## src/rtl/uart_pkg.sv

```systemverilog
`default_nettype none
// ==========================================================================
// uart_pkg : baud table, counter width, state encoding, frame helper
// Rev 1.0
// ==========================================================================
package uart_pkg;

    localparam int BAUD_CNT_W = 19;

    typedef enum logic [2:0] {
        IDLE  = 3'd0,
        START = 3'd1,
        DATA  = 3'd2,
        STOP  = 3'd3,
        LOAD  = 3'd4
    } uart_state_t;

    function automatic logic [BAUD_CNT_W-1:0] baud_count(input logic [3:0] sel);
        case (sel)
            4'd0:    baud_count = 19'd333333;
            4'd1:    baud_count = 19'd83333;
            4'd2:    baud_count = 19'd41667;
            4'd3:    baud_count = 19'd20833;
            4'd4:    baud_count = 19'd10417;
            4'd5:    baud_count = 19'd5208;
            4'd6:    baud_count = 19'd2604;
            4'd7:    baud_count = 19'd1736;
            4'd8:    baud_count = 19'd868;
            4'd9:    baud_count = 19'd434;
            4'd10:   baud_count = 19'd217;
            default: baud_count = 19'd109;
        endcase
    endfunction

    // Bits following the start bit: data, optional parity, stop.
    function automatic logic [3:0] frame_bits(input logic eight, input logic pen);
        return 4'd8 + {3'd0, eight} + {3'd0, pen};
    endfunction

endpackage
`default_nettype wire

```

## src/rtl/rx_bit_timer.sv

```systemverilog
`default_nettype none
// ==========================================================================
// rx_bit_timer : loadable down-counter emitting a one-cycle sample tick
// Rev 1.0
// ==========================================================================
module rx_bit_timer
    import uart_pkg::*;
(
    input  logic                  clk,
    input  logic                  reset,
    input  logic                  load,
    input  logic [BAUD_CNT_W-1:0] load_val,
    input  logic [BAUD_CNT_W-1:0] period,
    input  logic                  clear,
    output logic                  sample
);

    logic [BAUD_CNT_W-1:0] count;
    logic                  running;

    // After each tick the counter reloads a full bit period on its own.
    always_ff @(posedge clk or negedge reset) begin
        if (!reset) begin
            count   <= '0;
            running <= 1'b0;
        end else if (clear) begin
            running <= 1'b0;
        end else if (load) begin
            count   <= load_val - 1'b1;
            running <= 1'b1;
        end else if (running) begin
            if (count == '0)
                count <= period - 1'b1;
            else
                count <= count - 1'b1;
        end
    end

    assign sample = running && (count == '0);

endmodule
`default_nettype wire

```

## src/rtl/rx_engine.sv

```systemverilog
`default_nettype none
// ==========================================================================
// rx_engine : UART receive engine with port-mapped read clear
// Option: RX_ENGINE_MAJORITY_EN selects 2-of-3 voting per sample. Rev 1.0
// ==========================================================================
module rx_engine
    import uart_pkg::*;
#(
    parameter logic [15:0] DATA_PORT = 16'h0000
) (
    input  logic        clk,
    input  logic        reset,
    input  logic        rx,
    input  logic [3:0]  baud_in,
    input  logic        Eight,
    input  logic        Pen,
    input  logic        OHEL,
    input  logic [15:0] port_id,
    input  logic        read_strobe,
    output logic [7:0]  rx_data,
    output logic        rx_rdy,
    output logic        perr,
    output logic        ferr,
    output logic        ovf
);

    uart_state_t state, state_nx;
    logic        sync1, sync2, line_prev, fall;
    logic [3:0]  baud_l;
    logic        eight_l, pen_l, ohel_l;
    logic [3:0]  bits_left;
    logic [8:0]  shreg;
    logic        stop_bit;
    logic        tick, smp, bit_val, rd_hit, tmr_load, tmr_clear;
    logic [3:0]  shift_amt;
    logic [8:0]  aligned;
    logic [7:0]  byte_nx;
    logic        par_rx, perr_nx;

    always_ff @(posedge clk or negedge reset) begin
        if (!reset) begin
            sync1     <= 1'b1;
            sync2     <= 1'b1;
            line_prev <= 1'b1;
        end else begin
            sync1     <= rx;
            sync2     <= sync1;
            line_prev <= sync2;
        end
    end

    assign fall = line_prev & ~sync2;

`ifdef RX_ENGINE_MAJORITY_EN
    // Decision lands one cycle after the tick so the +1 sample is available.
    logic [1:0] hist;
    logic       tick_d;

    always_ff @(posedge clk or negedge reset) begin
        if (!reset) begin
            hist   <= 2'b11;
            tick_d <= 1'b0;
        end else begin
            hist   <= {hist[0], sync2};
            tick_d <= tick;
        end
    end

    assign smp     = tick_d;
    assign bit_val = (sync2 & hist[0]) | (sync2 & hist[1]) | (hist[0] & hist[1]);
`else
    assign smp     = tick;
    assign bit_val = sync2;
`endif

    rx_bit_timer u_timer (
        .clk      (clk),
        .reset    (reset),
        .load     (tmr_load),
        .load_val (baud_count(baud_in) >> 1),
        .period   (baud_count(baud_l)),
        .clear    (tmr_clear),
        .sample   (tick)
    );

    always_comb begin
        state_nx  = state;
        tmr_load  = 1'b0;
        tmr_clear = 1'b0;
        case (state)
            IDLE:  if (fall) begin
                       state_nx = START;
                       tmr_load = 1'b1;
                   end
            START: if (smp) begin
                       if (bit_val) begin
                           state_nx  = IDLE;
                           tmr_clear = 1'b1;
                       end else begin
                           state_nx  = DATA;
                       end
                   end
            DATA:  if (smp && bits_left == 4'd1) state_nx = STOP;
            STOP:  if (smp) state_nx = LOAD;
            default: begin
                state_nx  = IDLE;
                tmr_clear = 1'b1;
            end
        endcase
    end

    always_ff @(posedge clk or negedge reset) begin
        if (!reset) begin
            state     <= IDLE;
            baud_l    <= 4'd0;
            eight_l   <= 1'b1;
            pen_l     <= 1'b0;
            ohel_l    <= 1'b0;
            bits_left <= 4'd0;
            shreg     <= 9'd0;
            stop_bit  <= 1'b1;
        end else begin
            state <= state_nx;
            if (state == IDLE && fall) begin
                baud_l  <= baud_in;
                eight_l <= Eight;
                pen_l   <= Pen;
                ohel_l  <= OHEL;
            end
            if (state == START && smp)
                bits_left <= frame_bits(eight_l, pen_l) - 4'd1;
            if (state == DATA && smp) begin
                shreg     <= {bit_val, shreg[8:1]};
                bits_left <= bits_left - 4'd1;
            end
            if (state == STOP && smp)
                stop_bit <= bit_val;
        end
    end

    // Short frames leave their bits at the top of the shift register.
    assign shift_amt = 4'd10 - frame_bits(eight_l, pen_l);
    assign aligned   = shreg >> shift_amt;
    assign byte_nx   = eight_l ? aligned[7:0] : {1'b0, aligned[6:0]};
    assign par_rx    = eight_l ? aligned[8] : aligned[7];
    assign perr_nx   = pen_l & (par_rx ^ (^byte_nx) ^ ohel_l);
    assign rd_hit    = read_strobe && (port_id == DATA_PORT);

    always_ff @(posedge clk or negedge reset) begin
        if (!reset) begin
            rx_data <= 8'd0;
            rx_rdy  <= 1'b0;
            perr    <= 1'b0;
            ferr    <= 1'b0;
            ovf     <= 1'b0;
        end else if (state == LOAD) begin
            rx_data <= byte_nx;
            perr    <= perr_nx;
            ferr    <= ~stop_bit;
            rx_rdy  <= 1'b1;
            if (rd_hit)
                ovf <= 1'b0;
            else if (rx_rdy)
                ovf <= 1'b1;
        end else if (rd_hit) begin
            rx_rdy <= 1'b0;
            ovf    <= 1'b0;
            perr   <= 1'b0;
            ferr   <= 1'b0;
        end
    end

endmodule
`default_nettype wire

```

## config.mk

```make
export PLATFORM = sky130hd
export DESIGN_NAME = rx_engine
export DESIGN_NICKNAME = d
export VERILOG_FILES = /design/src/rtl/uart_pkg.sv /design/src/rtl/rx_bit_timer.sv /design/src/rtl/rx_engine.sv
export SDC_FILE = /design/constraint.sdc
export NUM_CORES = 1
export LEC_CHECK = 0
export ABC_AREA = 1
export CORE_ASPECT_RATIO = 0.7
export CORE_MARGIN = 2
export CORE_UTILIZATION = 35
export CTS_CLUSTER_SIZE = 8
export DETAILED_ROUTE_END_ITERATION = 12
export DONT_BUFFER_PORTS = 1
export PLACE_DENSITY = 0.49
export SLEW_MARGIN = 15
export SYNTH_ARGS = -nofsm -noshare
export SYNTH_HDL_FRONTEND = slang
export SYNTH_SLANG_ARGS = --single-unit
```

## constraint.sdc

```tcl
create_clock -name clk -period 5 [get_ports clk]
set_input_delay 0.75 -clock clk [delete_from_list [all_inputs] [get_ports clk]]
set_output_delay 0.75 -clock clk [all_outputs]
set_load 0.005 [all_outputs]
```

==> flow_summary.json <==
{
  "outcome": "finished clean",
  "seq_area_frac_synth": 0.3377,
  "worst_pin_slew_ps": 817.0,
  "syn_inst": 644,
  "fin_hold_ws_ps": 114.4,
  "fin_crit_sh": 0.5838,
  "cts_sinks": 59,
  "h-tree-depth": 3,
  "leakage_nw": 2.358,
  "dpl.hpwl_mm": 9.073,
  "synth_edf_count": 0,
  "cp_num_buf_inv": 4,
  "ys_async_sr_fraction": 1.000,
  "final_common_cell": "nand2_1",
  "peakVddDrop_mv": 0.2199,
  "wl_per_cell_um": 14.83,
  "cts-root-buf": "clkbuf_16",
  "cts_setup_buffers": 0,
  "power_mw": 3.045,
  "synth_seq_cells": 59,
  "viasPerCell": 4.969,
  "synth-compound-area-share": 0.1288,
  "core_area_um2": 12340,
  "fin_crit_ps": 2919,
  "clockBufferDepth": 2,
  "finalSetupViolCount": 0,
  "pin_count": 39,
  "synth_area_um2": 4390,
  "finalNetCount": 680,
  "grt_max_degree": 60,
  "hp-class": "input port to asynchronous set/reset pin",
  "fill_cells": 1321,
  "cts_resized": 0,
  "synthMuxAreaShare": 0,
  "synth_top_family_by_area": "simple AND/OR/NAND/NOR gates",
  "final.setup.tns_ps": 0,
  "cp_slowest_cell": "o21a_1",
  "cts_tree": "done",
  "place.gp.congestion": 0.9341,
  "hold_viol_final": 0,
  "synth_nets": 688,
  "final_antenna_net_count": 0,
  "dr.pass1.iters": 4,
  "cts_hold_buf": 0,
  "slew_headroom": 0.4512,
  "start_util": 0.3559,
  "syn_avg_cell_area_um2": 6.817,
  "antenna_found_initial": 0,
  "cts.clk_slew.worst_paths_ps": 60,
  "crit_chain": "inv_1 > nor2_1 > nand3_1 > buf_4 > inv_2 > o21a_1 > clkinv_2 > a21oi_1 > o21ai_0 > nand2_1",
  "critical_path_required_ps": 5260,
  "wl_mm": 11.91,
  "grt_overflow": 0,
  "worst_skew_pair.late_latency_ps": 330,
  "yosys.area_share.adder": 0.04845,
  "final_util": 0.3894,
  "fin_worst_skew_ps": 7.979,
  "row_count": 34,
  "num_vias": 3990,
  "cap_violations": 0,
  "die_x_um": 137.9,
  "grt_setup_unrepaired": "false",
  "grtUsageTotal": 0.1841,
  "final-max-slew-violation-count": 0,
  "drive_gt1_frac": 0.1030,
  "first_iter_violations": 295,
  "synth_ff_type": "dfrtp_1",
  "remaining_drc_errors": 0,
  "cts_buffers": 9,
  "synth-xor-area-share": 0.01995,
  "num_antenna_cells": 0,
  "syn_to_final_growth_pct": 9.404,
  "die_h_um": 97.71,
  "worstPathArrival_ps": 3180,
  "end_kind": "flip-flop",
  "critPathMaxFanout": 30,
  "critical-path-max-stage-delay_ps": 670,
  "crit_path_start_kind": "flip-flop",
  "cp_top_family": "buffers and inverters",
  "fmax_ghz": 0.3426,
  "port_buffers": 0,
  "grt_pass1_vias": 3565,
  "layout_common_cells": "191 x nand2_1, 78 x inv_1, 55 x nand3_1",
  "synthDistinctLibCells": 44,
  "grt_pass1_wl_mm": 18.94,
  "synthSimpleGateAreaFrac": 0.3594,
  "ys.warnings.count": 0,
  "critPathKind": "flip-flop to flip-flop",
  "dieArea_um2": 13470,
  "p_per_area_nw_per_um2": 633.9
}
-- cells in the mapped netlist, types with 5 or more instances --
master	n	area, um^2
o21ai_1	10	50.05
o22ai_1	8	50.05
nor2_1	51	191.4
nor2_2	13	81.33
a21oi_1	20	100.1
inv_1	78	292.8
buf_4	5	37.54
nor3_1	5	25.02
ha_1	17	212.7
dfrtp_1	54	1351
xor2_1	6	52.55
nand4_1	7	43.79
inv_2	7	26.28
nand2_1	191	716.9
nand2_2	7	43.79
buf_2	11	55.05
dfstp_2	5	131.4
nand3_1	55	275.3
nor2_4	6	67.56
o21ai_0	45	225.2
-- path summary, 6_finish.rpt --
| kind | cells past startpoint | start | slack (ps) | end |
|---|---|---|---|---|
| setup reg to reg | 10 | line_prev | 2080 | u_timer.count[8] |
| setup / recovery | 10 | line_prev | 2080 | u_timer.count[8] |
| max in group asynchronous | 0 | reset | 4690 | stop_bit |
| hold reg to reg | 0 | sync1 | 370 | bit_val |
| hold / removal | 0 | reset | 110 | u_timer.count[18] |
| min in group clk | 0 | sync1 | 370 | bit_val |
-- stage by stage --
stage	worst slack, ps	instances	cell area [um^2]
after floorplan	2481	644	4390
after global placement	2188	787	4474
after detailed placement	2108	787	4474
after CTS	2098	803	4803
after global routing	1876	803	4803
final	2081	803	4803
-- layout make-up --
class                           instances  area, um^2  area share
Sequential cell                        59        1483      0.3087
Inverter                               87       330.3     0.06877
Timing Repair Buffer                    2       15.01    0.003126
Clock inverter                          4       72.57     0.01511
Multi-Input combinational cell        477        2444      0.5087
Clock buffer                           12       256.5     0.05340
Tap cell                              162       202.7     0.04220
-- sequential cells by signal, summed over array words and instances (netlist names) --
signal and count:
line_prev 1, pen_l 1, state 3, rx_rdy 1
baud_l 4, rx_data 8, eight_l 1, ovf 1
sync1 1, u_timer.running 1, perr 1, u_timer.count 19
bits_left 4, ferr 1, ohel_l 1, shreg 9
bit_val 1, stop_bit 1
-- kinds of logic after synthesis --
group | count (synthesis)
simple gates | 349
buf+inv | 108
compound gates | 101
flops | 59
fa+ha+maj | 17
xor+xnor | 10
-- per-layer routing --
layer,track usage,up-vias,routed length (um)
met5,0,-,0
met4,0.04710,0,104
met3,0.04173,8,624
met2,0.2312,105,4464
met1,0.3051,1836,6714
li1,-,2041,-
-- worst register-to-register path, delay by kind of cell, from the launching register on --
kind	cells	cell delay [ps]
flip-flops	1	510
buffers and inverters	4	1070
AND/OR/NAND/NOR	3	290
AO/OA/AOI/OAI	3	980
-- power breakdown --
group | total, mW | switching (mW) | internal, mW
sequential | 0.735 | 0.123 | 0.613
combinational | 1.63 | 1.11 | 0.515
clock | 0.682 | 0.220 | 0.462
(Power assumes the default switching activity.)
